===== src/rtl/sudoku_pkg.sv =====
// Shared types for the Sudoku game controller: one-hot state encoding and width helper.
package sudoku_pkg;

  typedef enum logic [4:0] {
    S_LOAD      = 5'b00001,
    S_SOLVE     = 5'b00010,
    S_CHECK     = 5'b00100,
    S_CORRECT   = 5'b01000,
    S_INCORRECT = 5'b10000
  } state_t;

  // Index width that never collapses to zero bits for tiny grids.
  function automatic int clog2_min1(input int n);
    return (n <= 2) ? 1 : $clog2(n);
  endfunction

endpackage


===== src/rtl/sudoku_cursor.sv =====
// Cursor row/col registers with R > L > U > D priority; edges clamp unless CURSOR_WRAP_EN is defined.
module sudoku_cursor
  import sudoku_pkg::*;
#(
  parameter int N  = 9,
  parameter int IW = 4
) (
  input  logic          Clk,
  input  logic          Reset,
  input  logic          home,
  input  logic          en,
  input  logic          R,
  input  logic          L,
  input  logic          U,
  input  logic          D,
  output logic [IW-1:0] row,
  output logic [IW-1:0] col
);

  localparam logic [IW-1:0] LAST = IW'(N - 1);
`ifdef CURSOR_WRAP_EN
  localparam bit WRAP = 1'b1;
`else
  localparam bit WRAP = 1'b0;
`endif

  logic [IW-1:0] row_nx, col_nx;

  always_comb begin
    row_nx = row;
    col_nx = col;
    if (home) begin
      row_nx = '0;
      col_nx = '0;
    end else if (en) begin
      if (R) begin
        if (col != LAST) col_nx = col + 1'b1;
        else if (WRAP)   col_nx = '0;
      end else if (L) begin
        if (col != '0)   col_nx = col - 1'b1;
        else if (WRAP)   col_nx = LAST;
      end else if (U) begin
        if (row != '0)   row_nx = row - 1'b1;
        else if (WRAP)   row_nx = LAST;
      end else if (D) begin
        if (row != LAST) row_nx = row + 1'b1;
        else if (WRAP)   row_nx = '0;
      end
    end
  end

  always_ff @(posedge Clk or posedge Reset) begin
    if (Reset) begin
      row <= '0;
      col <= '0;
    end else begin
      row <= row_nx;
      col <= col_nx;
    end
  end

endmodule


===== src/rtl/sudoku_game_ctrl.sv =====
// Sudoku game controller: host load, player entry with given-cell protection, one-cell-per-cycle check.
// Optional CURSOR_WRAP_EN makes cursor moves wrap at grid edges (handled in sudoku_cursor).
//   LOAD      | host writes puzzle/solution cells
//   SOLVE     | player moves cursor and commits values
//   CHECK     | row-major scan counting mismatches, N*N cycles
//   CORRECT   | no mismatches; Ack returns to LOAD
//   INCORRECT | mismatches found; Ack resumes SOLVE
module sudoku_game_ctrl
  import sudoku_pkg::*;
#(
  parameter  int BOX_R = 3,
  parameter  int BOX_C = 3,
  localparam int N     = BOX_R * BOX_C,
  localparam int VW    = $clog2(N + 1),
  localparam int IW    = clog2_min1(N),
  localparam int EW    = $clog2(N * N + 1)
) (
  input  logic          Clk,
  input  logic          Reset,
  input  logic          ld_valid,
  input  logic [IW-1:0] ld_row,
  input  logic [IW-1:0] ld_col,
  input  logic [VW-1:0] ld_val,
  input  logic [VW-1:0] ld_sol,
  input  logic          ld_done,
  input  logic          R,
  input  logic          L,
  input  logic          U,
  input  logic          D,
  input  logic          C,
  input  logic [VW-1:0] userIn,
  input  logic          CheckSolu,
  input  logic          Ack,
  output logic [IW-1:0] row,
  output logic [IW-1:0] col,
  output logic [VW-1:0] cur_val,
  output logic          cur_given,
  output logic [EW-1:0] err_cnt,
  output logic          q_Load,
  output logic          q_Solve,
  output logic          q_Check,
  output logic          q_Correct,
  output logic          q_Incorrect
);

  localparam logic [IW-1:0] LAST_IDX = IW'(N - 1);
  localparam logic [VW-1:0] N_V      = VW'(N);

  state_t        state, state_nx;
  logic [VW-1:0] puzzle [N][N];
  logic [VW-1:0] sol    [N][N];
  logic          given  [N][N];
  logic [IW-1:0] scan_r, scan_c;
  logic [EW-1:0] err_sum;
  logic          ld_in_range, do_check, do_commit, any_move, scan_last, mism;

  assign ld_in_range = (ld_row <= LAST_IDX) && (ld_col <= LAST_IDX);
  assign do_check    = (state == S_SOLVE) && CheckSolu;
  assign any_move    = R | L | U | D;
  assign do_commit   = (state == S_SOLVE) && !CheckSolu && !any_move && C &&
                       !given[row][col] && (userIn <= N_V);
  assign scan_last   = (scan_r == LAST_IDX) && (scan_c == LAST_IDX);
  assign mism        = (puzzle[scan_r][scan_c] == '0) ||
                       (puzzle[scan_r][scan_c] != sol[scan_r][scan_c]);
  assign err_sum     = err_cnt + EW'(mism);
  assign cur_val     = puzzle[row][col];
  assign cur_given   = given[row][col];

  sudoku_cursor #(.N(N), .IW(IW)) u_cursor (
    .Clk   (Clk),
    .Reset (Reset),
    .home  ((state == S_LOAD) && ld_done),
    .en    ((state == S_SOLVE) && !CheckSolu),
    .R     (R),
    .L     (L),
    .U     (U),
    .D     (D),
    .row   (row),
    .col   (col)
  );

  always_ff @(posedge Clk or posedge Reset) begin
    if (Reset) state <= S_LOAD;
    else       state <= state_nx;
  end

  always_comb begin
    state_nx    = state;
    q_Load      = 1'b0;
    q_Solve     = 1'b0;
    q_Check     = 1'b0;
    q_Correct   = 1'b0;
    q_Incorrect = 1'b0;
    case (state)
      S_LOAD: begin
        q_Load = 1'b1;
        if (ld_done) state_nx = S_SOLVE;
      end
      S_SOLVE: begin
        q_Solve = 1'b1;
        if (CheckSolu) state_nx = S_CHECK;
      end
      S_CHECK: begin
        q_Check = 1'b1;
        // The last cell's compare is folded into the verdict.
        if (scan_last) state_nx = (err_sum == '0) ? S_CORRECT : S_INCORRECT;
      end
      S_CORRECT: begin
        q_Correct = 1'b1;
        if (Ack) state_nx = S_LOAD;
      end
      S_INCORRECT: begin
        q_Incorrect = 1'b1;
        if (Ack) state_nx = S_SOLVE;
      end
      default: state_nx = S_LOAD;
    endcase
  end

  always_ff @(posedge Clk or posedge Reset) begin
    if (Reset) begin
      scan_r  <= '0;
      scan_c  <= '0;
      err_cnt <= '0;
    end else if (do_check) begin
      scan_r  <= '0;
      scan_c  <= '0;
      err_cnt <= '0;
    end else if (state == S_CHECK) begin
      err_cnt <= err_sum;
      if (scan_last) begin
        scan_r <= '0;
        scan_c <= '0;
      end else if (scan_c == LAST_IDX) begin
        scan_c <= '0;
        scan_r <= scan_r + 1'b1;
      end else begin
        scan_c <= scan_c + 1'b1;
      end
    end
  end

  // Grid storage is deliberately unreset; the host reloads after any reset.
  always_ff @(posedge Clk) begin
    if ((state == S_LOAD) && ld_valid && ld_in_range) begin
      puzzle[ld_row][ld_col] <= ld_val;
      sol[ld_row][ld_col]    <= ld_sol;
      given[ld_row][ld_col]  <= (ld_val != '0);
    end else if (do_commit) begin
      puzzle[row][col] <= userIn;
    end
  end

endmodule

===== config.mk =====
export PLATFORM = sky130hd
export DESIGN_NAME = sudoku_game_ctrl
export DESIGN_NICKNAME = d
export VERILOG_FILES = /design/src/rtl/sudoku_pkg.sv /design/src/rtl/sudoku_cursor.sv /design/src/rtl/sudoku_game_ctrl.sv
export SDC_FILE = /design/constraint.sdc
export NUM_CORES = 1
export LEC_CHECK = 0
export ABC_CLOCK_PERIOD_IN_PS = 3700
export BUFFER_PORTS_ARGS = -buffer_cell sky130_fd_sc_hd__buf_2
export CORE_MARGIN = 1.5
export CORE_UTILIZATION = 35
export CTS_CLUSTER_SIZE = 28
export DETAILED_ROUTE_END_ITERATION = 8
export PLACE_DENSITY = 0.54
export SLEW_MARGIN = 40
export SYNTH_ARGS = -nofsm -noshare
export SYNTH_HDL_FRONTEND = slang
export SYNTH_HIERARCHICAL = 1
export SYNTH_SLANG_ARGS = --single-unit

===== constraint.sdc =====
create_clock -name Clk -period 3.7 [get_ports Clk]
set_input_delay 0.185 -clock Clk [delete_from_list [all_inputs] [get_ports Clk]]
set_output_delay 0.185 -clock Clk [all_outputs]
set_load 0.05 [all_outputs]

==> results.sh <==
export IMPL_cp_start_kind="register"
export IMPL_drtIter0Drc=2893
export IMPL_cts_root_buf="clkbuf_16"
export IMPL_syn_inst=1971
export IMPL_p_sw_share_pct=33.5
export IMPL_min_path_type="in -> reg"
export IMPL_fillCellCount=7983
export IMPL_ioPinCount=56
export IMPL_core_um2=95200
export IMPL_dr_pass1_iters=5
export IMPL_reg2reg_depth=18
export IMPL_grt_pass1_wl_um=156000
export IMPL_die_area_um2=98000
export IMPL_rows=113
export IMPL_place_ws_ns=-0.870
export IMPL_arrival_ns=4.71
export IMPL_drive_above_1_share_pct=43.9
export IMPL_power_frac_clock_pct=27.7
export IMPL_overflow=0
export IMPL_setup_viol=601
export IMPL_rsz0062_at_grt="true"
export IMPL_cp_top_family="simple AND/OR/NAND/NOR gates"
export IMPL_dp_hpwl_um=70000
export IMPL_status="finished, violations left"
export IMPL_worstHoldEndpoint="sol[5][21]"
export IMPL_yosys_cell_count_top_type="edfxtp_1"
export IMPL_cts_buffers=79
export IMPL_gp_congestion=0.890
export IMPL_power_internal_mw=19.4
export IMPL_critical_path_class="reg -> reg"
export IMPL_viasPerCell=5.78
export IMPL_synth_edf_count=729
export IMPL_clk_insertion_delay_late_ns=0.67
export IMPL_skew_ns=0.0313
export IMPL_vias=21900
export IMPL_regToRegSetupSlack_ns=-0.47
export IMPL_power_frac_comb_pct=38.6
export IMPL_synth_top_area_share_pct=65.1
export IMPL_max_stage_delay_ns=0.50
export IMPL_dpl_cell_count=3522
export IMPL_grt_pass1_vias=21700
export IMPL_area_growth_syn_to_layout_pct=31.7
export IMPL_wire_per_inst_um=30.2
export IMPL_nNetsFinal=2512
export IMPL_synth_cell_types=75
export IMPL_netlist_area_um2=33700
export IMPL_synth_top_area_cell="edfxtp_1"
export IMPL_drt_wl_total_um=115000
export IMPL_rr_startpoint="scan_r[2]"
export IMPL_cp_slowest_cell="dfrtp_4"
export IMPL_synthTopCellsByArea="edfxtp_1 65%, mux4_2 15%, mux2i_1 2.9%, nor2_1 2.5%, dfrtp_1 2.0%"
export IMPL_yosysWarnings=6
export IMPL_hold_depth=1
export IMPL_clockBufferDepth=3
export IMPL_synth_nets=2014
export IMPL_slew_limit_headroom_pct=48.6
export IMPL_instances_no_fill=3794
export IMPL_critPathMaxFanout=18
export IMPL_ys_ff_latch=757
export IMPL_syn_area_per_cell_um2=17.1
export IMPL_fin_crit_sh_pct=113
export IMPL_cts_tree="yes"
export IMPL_finalHoldViolations=0
export IMPL_ant_nets=0
export IMPL_clkSinkCount=757
export IMPL_setup_slack_ns=-0.472
export IMPL_cellLeakagePower_nw=14.7
export IMPL_period_needed_ns=4.17
export IMPL_ys_seq_area_share_pct=67.1
export IMPL_ys_top_cells_by_count="729 x edfxtp_1, 227 x mux4_2, 222 x nor2_1"
export IMPL_min_from="ld_sol[1]"
export IMPL_end_kind="register"
export IMPL_grt_usage_pct=22.1
export IMPL_report_final_slew_viol_count=0
export IMPL_drc=0
export IMPL_worstMarginPinSlew_ns=0.769
export IMPL_seqPwrFrac_pct=33.6
export IMPL_die_height_um=313
export IMPL_h_tree_depth=3
export IMPL_start_util_pct=35.4
export IMPL_grt_start_max_net_pins=82
export IMPL_antenna_found_initial=7
export IMPL_ir_worst_vdd_uv=373
export IMPL_powerDensity_nw_per_um2=658
export IMPL_clock_fmax_mhz=240
export IMPL_ys_flop_type="edfxtp_1"
export IMPL_dieWidth_um=313
export IMPL_path_clk_slew_ns=0.06
export IMPL_async_flop_share_pct=3.70
export IMPL_rr_endpoint="state[4]"
export IMPL_violations="setup timing"
export IMPL_critPathBufInv=3
export IMPL_portBuffers=55
export IMPL_crit_required_ns=4.24
export IMPL_critical_path_cell_chain="buf_12, nand2b_1, buf_4, o22a_1, o21ai_0, o22ai_1, nor3_2, o32ai_2, buf_4, xnor2_4, o2111ai_4, ha_4, ha_4, nor3_4, a31oi_4, nor4b_4, and3_4, o22ai_2"
export IMPL_maxCapViolations=0
export IMPL_p_switching_mw=9.75
==> cell families (layout without fill, tap and decap cells) <==
logic type	after synthesis	count (layout)	synth area share, %
flops	757	757	67.1
simple gates	442	442	5.92
mux	360	371	19.4
compound gates	244	244	4.70
buf+inv	137	683	1.85
xor+xnor	19	19	0.517
fa+ha+maj	12	12	0.491
other cells	0	1	0
==> metal layers <==
layer	vias to the layer above	wire length (um)	track usage (%)
met5	-	27	0
met4	4	4320	7.55
met3	252	10200	3.18
met2	1165	53100	35.0
met1	11500	47100	31.2
li1	9007	-	-
==> flip-flops by register name, indices dropped and copies added (netlist names) <==
| name | count |
|---|---|
| state | 5 |
| err_cnt | 7 |
| given | 81 |
| scan_c | 4 |
| sol | 324 |
| u_cursor/col | 4 |
| puzzle | 324 |
| u_cursor/row | 4 |
| scan_r | 4 |
==> worst reg2reg max path, stage by stage (launching register included) <==
cell	delay [ns]
dfrtp_4	0.50
buf_12	0.18
nand2b_1	0.45
buf_4	0.24
o22a_1	0.18
o21ai_0	0.11
o22ai_1	0.27
nor3_2	0.09
o32ai_2	0.33
buf_4	0.20
xnor2_4	0.12
o2111ai_4	0.17
ha_4	0.22
ha_4	0.19
nor3_4	0.21
a31oi_4	0.06
nor4b_4	0.26
and3_4	0.23
o22ai_2	0.05
==> worst max path at each step <==
stage | start | endpoint | slack, ns | depth (start not counted)
finish | scan_r[2] | state[4] | -0.47 | 18
global route | scan_r[0] | state[4] | -0.59 | 19
CTS | scan_r[0] | state[4] | -0.43 | 16
detailed placement | scan_r[1] | state[4] | -0.87 | 14
global placement | scan_r[1] | state[4] | -0.97 | 16
floorplan | u_cursor/row[0] | puzzle[0][0] | -0.09 | 11
==> per-stage QoR <==
step	hold slack, ns	utilization, %	instance area (um2)	total power, mW	setup TNS [ns]
final	0.0217	46.6	44300	29.2	-67.74
after global routing	0.0258	46.6	44300	30.0	-92.27
after CTS	0.00767	44.8	42700	28.4	-25.80
after detailed placement	0.239	39.9	38000	19.0	-15.63
after global placement	0.222	39.9	38000	19.0	-24.25
after floorplan	0.000658	-	33700	15.2	-28.53
==> power groups by stage <==
stage                     combinational (mW)  sequential (mW)  clock [mW]
after global routing                    11.7             9.81        8.50
final                                   11.3             9.81        8.08
after detailed placement                9.02             10.0           0
after floorplan                         5.18             9.99           0
after CTS                               10.5             9.79        8.17
after global placement                  8.99             9.99           0
==> final cells by class <==
cell class                 count  area (um2)  share of cell area [%]
antenna                        1        2.50                 0.00565
multi-input combinational   1088       11900                    26.8
timing repair buffer         523        5550                    12.5
clock inverter                49         537                    1.21
tap                         1265        1580                    3.57
clock buffer                  91        2060                    4.65
inverter                      20        88.8                   0.200
sequential                   757       22600                    51.0
==> layout by cell type, fill, tap and decap left out, types with 7 or more instances in the layout <==
cell type and n:
mux2_2 21, inv_1 16, edfxtp_1 729, dfrtp_1 18, dfrtp_4 7, xnor2_1 9, nor2_1 149, ha_1 8
mux2i_1 87, o21ai_0 46, a31oi_1 8, a21oi_2 7, a211oi_2 7, bufinv_16 8, clkinv_1 11, buf_8 15
buf_4 252, a21oi_1 41, clkinv_2 16, nand3_1 33, mux2_4 26, clkbuf_16 97, buf_2 47, mux4_2 227
nor2_4 69, o22ai_2 10, o221ai_1 11, nor2b_1 14, dlygate4sd3_1 8, buf_16 10, o22ai_1 16, nand2_1 91
nand2b_1 9, clkbuf_1 9, buf_12 40, o21ai_1 15, or3_1 8, buf_6 128
==> repair_timing <==
item,CTS,global route
setup buffers,46,39
endpoints found under the hold margin,51,0
gates cloned,21,35
hold buffers,8,0
pin swaps,50,50
endpoints found under the setup margin,381,649
gates resized for setup,273,236
Note: power is estimated with default switching activity, not from simulation.
